==> src/rtl/btn_scan_pkg.sv <==
// Shared types and elaboration helpers for the button scan debouncer.
// Consumers: btn_evt_rr, btn_scan_deb.
package btn_scan_pkg;

   typedef enum logic {
      IDLE = 1'b0,
      SCAN = 1'b1
   } state_t;

   function automatic int clog2(input int v);
      int r;
      int x;
      r = 0;
      x = v - 1;
      while (x > 0) begin
         r = r + 1;
         x = x >> 1;
      end
      return r;
   endfunction

   // Index width never collapses to zero, even for a single channel.
   function automatic int idw(input int n);
      return (clog2(n) < 1) ? 1 : clog2(n);
   endfunction

endpackage

==> src/rtl/btn_evt_rr.sv <==
// Round-robin first-set selector: searches pend upward from rr with wrap.
// Purely combinational; any_o is low when no bit is set.
module btn_evt_rr
   import btn_scan_pkg::*;
#(
   parameter  int N   = 4,
   localparam int IDW = idw(N)
) (
   input  logic [N-1:0]   pend_i,
   input  logic [IDW-1:0] rr_i,
   output logic           any_o,
   output logic [IDW-1:0] k_o
);

   int t;

   always_comb begin
      any_o = 1'b0;
      k_o   = '0;
      t     = 0;
      for (int j = 0; j < N; j++) begin
         t = int'(rr_i) + j;
         if (t >= N) begin
            t = t - N;
         end
         if (!any_o && pend_i[t]) begin
            any_o = 1'b1;
            k_o   = IDW'(t);
         end
      end
   end

endmodule

==> src/rtl/btn_scan_deb.sv <==
// Shared-timebase debouncer for N buttons with a round-robin event port.
// Define BTN_SCAN_REL_EVT_EN to also emit release events.
module btn_scan_deb
   import btn_scan_pkg::*;
#(
   parameter  int N             = 4,
   parameter  int CLKS_PER_SMPL = 16,
   parameter  int SMPL_CNT      = 4,
   localparam int IDW           = idw(N)
) (
   input  logic           clk,
   input  logic           rst,
   input  logic [N-1:0]   btn,
   output logic [N-1:0]   deb,
   output logic           evt_vld,
   input  logic           evt_rdy,
   output logic [IDW-1:0] evt_id,
   output logic           evt_lvl,
   output logic           ovf
);

   localparam int TW = idw(CLKS_PER_SMPL);
   localparam int CW = clog2(SMPL_CNT + 1);

   localparam logic [TW-1:0]  TMAX = TW'(CLKS_PER_SMPL - 1);
   localparam logic [CW-1:0]  CMAX = CW'(SMPL_CNT - 1);
   localparam logic [IDW-1:0] IMAX = IDW'(N - 1);

   // A scan of N channels must finish before the next tick.
   if (N < 1 || N > 16 || SMPL_CNT < 1 ||
       CLKS_PER_SMPL < N + 1) begin : g_bad_param
      $error("btn_scan_deb: illegal parameter set");
   end

   logic [N-1:0]   s1_q;
   logic [N-1:0]   s_q;
   logic [TW-1:0]  tcnt_q;
   logic           tick;
   state_t         state_q;
   logic [IDW-1:0] idx_q;
   logic [CW-1:0]  c_q [N];
   logic [N-1:0]   deb_q;
   logic [N-1:0]   pend_q;
   logic [N-1:0]   pend_d;
   logic [N-1:0]   plvl_q;
   logic [N-1:0]   plvl_d;
   logic [IDW-1:0] rr_q;
   logic [IDW-1:0] id_q;
   logic           vld_q;
   logic           lvl_q;
   logic           ovf_q;
   logic           ovf_d;

   logic           svc;
   logic           diff;
   logic           flip;
   logic           new_lvl;
   logic           qual;
   logic           raise;
   logic           load;
   logic           any;
   logic [IDW-1:0] k;

   always_ff @(posedge clk or posedge rst) begin
      if (rst) begin
         s1_q <= '0;
         s_q  <= '0;
      end else begin
         s1_q <= btn;
         s_q  <= s1_q;
      end
   end

   assign tick = (tcnt_q == TMAX);

   always_ff @(posedge clk or posedge rst) begin
      if (rst) begin
         tcnt_q <= '0;
      end else if (tick) begin
         tcnt_q <= '0;
      end else begin
         tcnt_q <= tcnt_q + TW'(1);
      end
   end

   always_ff @(posedge clk or posedge rst) begin
      if (rst) begin
         state_q <= IDLE;
         idx_q   <= '0;
      end else begin
         unique case (state_q)
            IDLE: begin
               if (tick) begin
                  state_q <= SCAN;
                  idx_q   <= '0;
               end
            end
            SCAN: begin
               if (idx_q == IMAX) begin
                  state_q <= IDLE;
                  idx_q   <= '0;
               end else begin
                  idx_q <= idx_q + IDW'(1);
               end
            end
         endcase
      end
   end

   assign svc     = (state_q == SCAN);
   assign diff    = (s_q[idx_q] != deb_q[idx_q]);
   assign flip    = svc && diff && (c_q[idx_q] == CMAX);
   assign new_lvl = ~deb_q[idx_q];

`ifdef BTN_SCAN_REL_EVT_EN
   assign qual = 1'b1;
`else
   assign qual = new_lvl;
`endif

   assign raise = flip && qual;

   // Any agreeing sample restarts the stability count.
   always_ff @(posedge clk or posedge rst) begin
      if (rst) begin
         for (int i = 0; i < N; i++) begin
            c_q[i] <= '0;
         end
         deb_q <= '0;
      end else if (svc) begin
         if (!diff) begin
            c_q[idx_q] <= '0;
         end else if (flip) begin
            deb_q[idx_q] <= new_lvl;
            c_q[idx_q]   <= '0;
         end else begin
            c_q[idx_q] <= c_q[idx_q] + CW'(1);
         end
      end
   end

   btn_evt_rr #(
      .N(N)
   ) u_rr (
      .pend_i(pend_q),
      .rr_i  (rr_q),
      .any_o (any),
      .k_o   (k)
   );

   assign load = !vld_q || evt_rdy;

   // A raise landing on the slot being loaded wins without overflow.
   always_comb begin
      pend_d = pend_q;
      plvl_d = plvl_q;
      ovf_d  = 1'b0;
      if (load && any) begin
         pend_d[k] = 1'b0;
      end
      if (raise) begin
         ovf_d = pend_q[idx_q] && !(load && any && (k == idx_q));
         pend_d[idx_q] = 1'b1;
         plvl_d[idx_q] = new_lvl;
      end
   end

   always_ff @(posedge clk or posedge rst) begin
      if (rst) begin
         pend_q <= '0;
         plvl_q <= '0;
         ovf_q  <= 1'b0;
         vld_q  <= 1'b0;
         id_q   <= '0;
         lvl_q  <= 1'b0;
         rr_q   <= '0;
      end else begin
         pend_q <= pend_d;
         plvl_q <= plvl_d;
         ovf_q  <= ovf_d;
         if (load) begin
            vld_q <= any;
            if (any) begin
               id_q  <= k;
               lvl_q <= plvl_q[k];
               rr_q  <= (k == IMAX) ? '0 : k + IDW'(1);
            end
         end
      end
   end

   assign deb     = deb_q;
   assign evt_vld = vld_q;
   assign evt_id  = id_q;
   assign evt_lvl = lvl_q;
   assign ovf     = ovf_q;

endmodule

==> config.mk <==
export PLATFORM = sky130hd
export DESIGN_NAME = btn_scan_deb
export DESIGN_NICKNAME = d
export VERILOG_FILES = /design/src/rtl/btn_scan_pkg.sv /design/src/rtl/btn_evt_rr.sv /design/src/rtl/btn_scan_deb.sv
export SDC_FILE = /design/constraint.sdc
export NUM_CORES = 1
export LEC_CHECK = 0
export BUFFER_PORTS_ARGS = -buffer_cell sky130_fd_sc_hd__buf_2
export CORE_MARGIN = 4
export CORE_UTILIZATION = 45
export CTS_CLUSTER_DIAMETER = 30
export DETAILED_ROUTE_END_ITERATION = 8
export PLACE_DENSITY = 0.68
export RECOVER_POWER = 25
export SYNTH_ARGS = -nofsm -noshare
export SYNTH_HDL_FRONTEND = slang
export SYNTH_SLANG_ARGS = --single-unit
==> constraint.sdc <==
create_clock -name clk -period 2.2 [get_ports clk]
set_input_delay 0.44 -clock clk [delete_from_list [all_inputs] [get_ports clk]]
set_output_delay 0.44 -clock clk [all_outputs]
set_load 0.1 [all_outputs]
; ---- Yosys cells after proc, flatten, opt, wreduce, memory -nomap -nowiden
; Index checks and enable logic that the tools add are counted.
[totals]
wordCells = 134
ff_bits = 46
output_inout_bits = 9
[classes]
n_bitwise = 8
muxes = 57
n_addsub = 11
eq_ne = 7
order_cmp = 14
n_reduce_logical = 20
[ops]
columns = operator, count
row1 = $lt A32 B4 Y1 const B, 4
row2 = $mux W32, 4
row3 = $ge A32 B4 Y1 const B, 3
row4 = $sub A32 B4 Y32 const B, 3
row5 = $mux W12, 2
row6 = $mux W1, 21
row7 = $bmux W1 S2, 8
row8 = $mux W2, 7
row9 = $and A12 B12 Y12, 1
row10 = $bwmux W12, 1
row11 = $logic_and A1 B1 Y1, 12
row12 = $mux W4, 3
row13 = $not A12 Y12, 1
row14 = $mux W3, 3
row15 = $bwmux W4, 2
row16 = $add A2 B2 Y3 const B, 2
row17 = $bmux W3 S2, 1
row18 = $demux W3 S2, 1
row19 = $lt A2 B3 Y1 const B, 2
row20 = $logic_not A1 Y1, 5
row21 = $add A2 B1 Y2 const B, 2
row22 = $add A4 B1 Y4 const B, 1
row23 = $and A4 B4 Y4, 1
row24 = $demux W1 S2, 2
row25 = 22 further kinds, 25

; ---- Longest topological paths before layout
; Gate-level depths: netlist (run 1).
[logic_depth]
ltp_word = 24
ltp_mapped = 9
ltp_nobuf = 8

; ---- Hierarchy
; From an unflattened synthesis (run 1), not the netlist that was laid out.
[hier_totals]
cells_unflattened = 180
hier_area_um2 = 2157.1
[by_module_without_submodules]
columns = mod, seq_area_each_um2, area_each_um2, n_inst, cells_per_inst
row1 = btn_scan_deb, 1151.1, 2079.5, 1, 165
row2 = btn_evt_rr, 0.0, 77.6, 1, 15

; ---- Worst setup path before layout (run 1)
; No wires, ideal clock.
[synth_path]
path_kind = register to register
from = register idx_q[0]
to = register c_q[0] (netlist bit)
arrival_ns = 2.119
synth_period_minus_slack_ns = 2.214
setup_time_ns = 0.096
setup_slack_ns = -0.014
path_stages_with_launch = 8
required_ns = 2.104
cell_sequence = dfrtp_1 > buf_6 > mux4_1 > ha_1 > ha_1 > or2_1 > buf_6 > o31ai_1
[synth_between]
elab_chain_len = 9
[synth_lines]
columns = item, line_no
row1 = start: declaration, btn_scan_deb.sv:40  ; logic [IDW-1:0] idx_q;
row2 = start signal: assignment, btn_scan_deb.sv:103  ; idx_q <= idx_q + IDW'(1);
row3 = branches (longest 8 deep; another with $add A3 B1 Y3), n/a
row4 = $mux W12 (*), btn_scan_deb.sv:131  ; if (!diff) begin
row5 = end signal: indexed assignment, btn_scan_deb.sv:137  ; c_q[idx_q] <= c_q[idx_q] + CW'(1);
row6 = end: declaration, btn_scan_deb.sv:41  ; logic [CW-1:0] c_q [N];
; Mark *: on every way between the ends. The select of a mux whose other input is x is not followed.
; A chain may end at the register's enable or synchronous reset.

; ---- Final worst setup path (run 1)
[layout_path]
from = register idx_q[0]
to = register deb_q[2], in the netlist deb[2]
[layout_between]
elab_chain_len = 7
[layout_lines]
columns = item, line_no
row1 = $not A2 Y3 (not written as such), btn_scan_deb.sv:112  ; assign flip = svc && diff && (c_q[idx_q] == CMAX);
row2 = $bmux W3 S2, btn_scan_deb.sv:112
row3 = $mux W3 (not written as such) (2 in a row), btn_scan_deb.sv:112
row4 = $eq A3 B2 Y1, btn_scan_deb.sv:112
row5 = $logic_and A1 B1 Y1, btn_scan_deb.sv:112
row6 = $reduce_and A3 Y1 (no line), n/a
row7 = end signal: indexed assignment, btn_scan_deb.sv:134  ; deb_q[idx_q] <= new_lvl;
row8 = end: declaration, btn_scan_deb.sv:42  ; logic [N-1:0] deb_q;
; Several ways; a longest one is shown, not always the timed one. The select of a mux whose other input is x is not followed.

==> results of run 1 <==
-- critical path: cells and delay by family, from the launching register on --
family | cells | cell delay, ns
fa+ha+maj | 2 | 0.42
mux | 1 | 0.54
flops | 1 | 0.42
compound gates | 1 | 0.23
buf+inv | 1 | 0.17
simple gates | 2 | 0.19
-- flip-flops by register name, indices dropped and copies added, names as in the netlist --
signal   flops
s_q          4
c_q         12
tcnt_q       4
s1_q         4
evt_vld      1
evt_id       2
pend_q       4
rr_q         2
plvl_q       4
ovf          1
deb          4
state_q      1
idx_q        2
evt_lvl      1
-- logic make-up after synthesis --
group	synth area share [%]
AO/OA/AOI/OAI	11.8
XOR/XNOR	1.64
adder cells (fa/ha/maj)	6.45
buffers and inverters	3.81
flip-flops	54.0
multiplexers	8.91
AND/OR/NAND/NOR	13.4
-- per-layer routing --
| metal | vias up | part of all wire (%) | routed length [um] |
|---|---|---|---|
| li1 | 688 | - | - |
| met1 | 691 | 46 | 1740 |
| met2 | 26 | 47 | 1770 |
| met3 | 7 | 4.9 | 183 |
| met4 | 0 | 1.9 | 70 |
| met5 | - | 0 | 0 |
-- worst min-delay path by stage --
stage / depth (start not counted) / slack [ns] / endpoint / from
global route: 1 / 0.21 / s1_q[1] / btn[1]
CTS: 2 / 0.16 / plvl_q[1] / rst
finish: 1 / 0.24 / s1_q[0] / btn[0]
detailed placement: 0 / 0.33 / s_q[2] / s1_q[2]
floorplan: 0 / 0.33 / s_q[0] / s1_q[0]
global placement: 0 / 0.33 / s_q[2] / s1_q[2]
-- Yosys cell counts (2+ instances only) --
cell type  count
mux4_1         5
a31oi_1        2
o21ai_0       11
inv_1         10
dfrtp_1       46
clkbuf_1       2
o31ai_1        8
a21oi_1        4
buf_6          2
a22o_1         4
xnor2_1        3
nor2_1         2
nand3_1        3
ha_1          11
nand2b_1       5
nand2_1       51
-- power by group --
part | switching [uW] | total, uW | internal (uW)
registers | 67.5 | 990 | 922
logic | 467 | 700 | 233
clock network | 296 | 643 | 346
-- metrics by stage --
stage                     utilization [%]  setup slack [ns]  area (um2)
after floorplan                         -            0.0351        2130
after global placement               50.9             0.104        2280
after detailed placement             50.9            0.0169        2280
after CTS                            53.5            0.0201        2390
after global routing                 53.8           0.00189        2410
final                                53.8             0.122        2410
-- cell type report --
type | instances | area share, %
inverters | 10 | 1.56
well taps | 52 | 2.70
flip-flops and latches | 46 | 47.9
clock buffers | 5 | 2.86
clock inverters | 3 | 1.98
multi-input cells | 125 | 37.5
repair buffers | 21 | 5.51
-- what timing repair did --
action / in CTS / in global routing
gates resized for setup: 0 / 3
setup endpoints to repair: 0 / 18
setup buffers: 0 / 1
==> reports/qor.yml, run 1 <==
outcome:
  outcome: "completed"
synth:
  yosys.area.top_type: "dfrtp_1"
  syn_inst: 186
  yosysTopAreaCellShare_pct: 54.0
  syn-num-nets: 204
  synth_edf_count: 0
  ys.flop_type: "dfrtp_1"
  synthArstFlopShare_pct: 100
  netlist_area_um2: 2130
  ys_seq_elements: 46
  yosysSeqAreaShare_pct: 54.0
  synthTopCellsByArea: "dfrtp_1 54%, nand2_1 9.0%, ha_1 6.5%"
  yosysWarnings: 0
  syn_avg_cell_area_um2: 11.5
  yosys.cell_types.count: 33
floorplan:
  die_h_um: 76.9
  coreArea_um2: 4470
  die_w_um: 76.9
  die_area_um2: 5910
  initial_core_util_pct: 47.7
  placementRows: 24
  ios: 16
setup_path:
  worstSetupEndpoint: "deb[2]"
  path_max_fanout: 9
  cp_common_cell: "ha_1"
  path_cells: "mux4_2 > ha_1 > ha_1 > nand2_1 > nor3b_2 > buf_4 > a22o_1"
  worst-setup-path-type: "flip-flop to flip-flop"
  r2r_start: "idx_q[0]"
  crit_start: "idx_q[0]"
  endpoint_kind: "flip-flop"
  critPathArrivalTime_ns: 2.27
  slowest_delay_ns: 0.54
  r2r_end: "deb[2]"
  worstSetupStartpointType: "flip-flop"
  slowest_stage: "mux4_2"
  worstRegToRegCells: 7
  required_ns: 2.40
  r2r_slack_ns: 0.12
sta:
  post-route-period-util_pct: 94.5
  relSlewSlack_pct: 41.5
  finalHoldViolations: 0
  drv_slew: 0
  finalSetupViolCount: 0
  whs_ns: 0.236
  fin_skew_ns: 0.00424
  fmax_mhz: 481
  rsz0062_at_grt: "false"
  worst_pin_slew_ns: 0.876
  tns_ns: 0
  fin_crit_ns: 2.08
power:
  finalPower_uw: 2330
  p_per_area_nw_per_um2: 969
  irDropWorstVdd_mv: 0.499
  leakage_uw: 0.00119
layout:
  instances_no_fill: 262
  syn_to_final_growth_pct: 12.8
  layout-drive-gt1-share_pct: 18.1
  layout_common_cells: "51 x nand2_1, 45 x dfrtp_1, 15 x buf_2, 11 x o21ai_0, 11 x ha_1"
  final_common_cell: "nand2_1"
  multi_input_area_um2: 902
  register_area_um2: 1150
  layout.nets: 227
  fill_cells: 387
  n_antenna_cell: 0
routing:
  vias_per_cell: 5.39
  wl_mm: 3.76
  vias: 1412
  drcViolationCount: 0
  wl_per_cell_um: 14.3
  drtIter0Drc: 68
  dr.pass1.iters: 4
  ant_nets: 0
global_routing:
  grt_usage_pct: 14.1
  grt_start_max_net_pins: 25
  grt_pass1_wl_mm: 6.63
  grt_pass1_vias: 1394
  grt-ovfl-total: 0
  met2_usage_pct: 21.7
  grt_use_met3_pct: 3.75
  gr-max-usage-layer: "met2"
  antenna_found_initial: 0
  grt_use_met1_pct: 18.7
clock_tree:
  cts_tree: "done"
  insertion_delay_ns: 0.30
  htreeDepth: 2
  cts_num_sinks: 46
  cts_buffer_depth: 2
  clock-root-buffer: "clkbuf_8"
  numCtsBuffers: 5
  hold_buffers: 0
  path_clk_slew_ns: 0.09
place:
  place.gp.congestion: 0.779
  numPortBuffers: 15
  hpwl_mm: 2.76
  dp.cells: 253
worst_hold_path:
  hold_class: "primary input to flip-flop"
run:
  maxCapViolCount: 0
Power figures use the tool's default switching activity.
==> run 2, diff against run 1 <==
PLACE_DENSITY = 0.66   (was 0.68)
clock period = 2.17 ns   (was 2.2 ns; I/O delays follow)
==> run 2 against run 1 <==
Net effect:
- count of clock-buffer cells in the layout up 2
- sequential cell count unchanged
- largest cell class unchanged
- sequential share of layout area rose by 0.15 points
- critical path type unchanged
- critical endpoint unchanged
- clock power fell by 4.8%
- routed wire length shrank 1.4%
==> reports/qor.yml, run 2 (synthesis gave the netlist of run 1 again) <==
layout:
  final_util_pct: 53.6
  n_antenna_cell: 0
  layout-drive-gt1-share_pct: 17.0
  final_common_cell: "nand2_1"
  layout_common_cells: "51 x nand2_1, 46 x dfrtp_1, 15 x buf_2, 11 x o21ai_0, 11 x ha_1"
  instances_no_fill: 264
  fill_cells: 389
  syn_to_final_growth_pct: 12.3
  top_register: "c_q"
  largest_reg_flops: 12
  layout.nets: 229
setup_path:
  r2r_end: "deb[2]"
  r2r_start: "idx_q[0]"
  worstRegToRegCells: 7
  worst-setup-path-type: "flip-flop to flip-flop"
  path_max_fanout: 7
  endpoint_kind: "flip-flop"
  required_ns: 2.35
  crit_start: "idx_q[0]"
  r2r_slack_ns: 0.14
  critPathArrivalTime_ns: 2.21
  worstSetupStartpointType: "flip-flop"
place:
  numPortBuffers: 15
  dp.cells: 255
  place.gp.congestion: 0.810
  hpwl_mm: 2.80
power:
  p_per_area_nw_per_um2: 969
  finalPower_uw: 2320
  irDropWorstVdd_mv: 0.601
  leakage_uw: 0.00119
sta:
  tns_ns: 0
  fin_crit_ns: 2.03
  finalSetupViolCount: 0
  fmax_mhz: 492
  worst_pin_slew_ns: 0.765
  finalHoldViolations: 0
  fin_skew_ns: 0.0134
  relSlewSlack_pct: 49.0
  rsz0062_at_grt: "false"
  drv_slew: 0
  post-route-period-util_pct: 93.6
floorplan:
  coreArea_um2: 4470
  die_area_um2: 5910
  placementRows: 24
  ios: 16
  initial_core_util_pct: 47.7
  die_w_um: 76.9
  die_h_um: 76.9
routing:
  wl_per_cell_um: 14.0
  vias_per_cell: 5.32
  ant_nets: 0
  drtIter0Drc: 109
  vias: 1404
  drcViolationCount: 0
  dr.pass1.iters: 4
  wl_mm: 3.70
global_routing:
  grt_use_met3_pct: 3.04
  antenna_found_initial: 0
  grt-ovfl-total: 0
  met2_usage_pct: 22.3
  grt_usage_pct: 14.3
  grt_use_met1_pct: 19.3
  gr-max-usage-layer: "met2"
  grt_pass1_vias: 1444
  grt_pass1_wl_mm: 6.78
  grt_start_max_net_pins: 23
clock_tree:
  htreeDepth: 2
  clock-root-buffer: "clkbuf_8"
  path_clk_slew_ns: 0.09
  numCtsBuffers: 5
  cts_num_sinks: 46
  insertion_delay_ns: 0.29
  cts_tree: "done"
  cts_buffer_depth: 2
worst_hold_path:
  hold_class: "primary input to async pin"
outcome:
  outcome: "completed"
run:
  maxCapViolCount: 0
## run 2: power by group
group	total (uW)	switching [uW]	internal (uW)
Combinational	702	471	231
Sequential	1010	72.5	935
Clock	612	267	345
Total	2320	810	1510
## run 2: metal layers
| metal | vias up | wire, um |
|---|---|---|
| met5 | - | 0 |
| met4 | 0 | 48 |
| met3 | 5 | 151 |
| met2 | 28 | 1730 |
| met1 | 677 | 1780 |
| li1 | 694 | - |
## run 2: critical path, stage by stage (launching register included)
cell,delay [ns]
dfrtp_1,0.40
mux4_2,0.54
ha_1,0.20
ha_1,0.22
nand2_1,0.11
nor3b_2,0.06
buf_4,0.16
a22o_1,0.23
## run 2: timing repair
item	in CTS	in global routing
setup endpoints to repair	0	10
hold buffers	0	0
gates resized for setup	0	2
buffers inserted	0	1
## run 2: cell type report
type / count / area (um2) / area share, %
Clock buffer: 7 / 76.3 / 3.19
Clock inverter: 1 / 30.0 / 1.25
Inverter: 10 / 37.5 / 1.57
Multi-Input combinational cell: 125 / 905 / 37.8
Sequential cell: 46 / 1150 / 48.0
Tap cell: 52 / 65.1 / 2.72
Timing Repair Buffer: 23 / 131 / 5.48
## run 2: stage by stage
step / worst slack [ns] / hold slack [ns] / area [um2]
detailed placement: 0.0755 / 0.342 / 2280
global route: 0.00886 / 0.151 / 2400
finish: 0.138 / 0.121 / 2400
global placement: 0.137 / 0.332 / 2280
CTS: 0.0826 / 0.0515 / 2380
floorplan: 0.00505 / 0.331 / 2130
## run 2: worst max-delay path by stage
stage | end | slack (ns) | cells after the start
3_3_place_gp | c_q[11] | 0.14 | 5
4_1_cts | c_q[9] | 0.08 | 5
3_5_place_dp | c_q[2] | 0.08 | 5
6_report | deb[2] | 0.14 | 7
5_1_grt | deb[0] | 0.009 | 6
2_1_floorplan | c_q[9] | 0.005 | 5
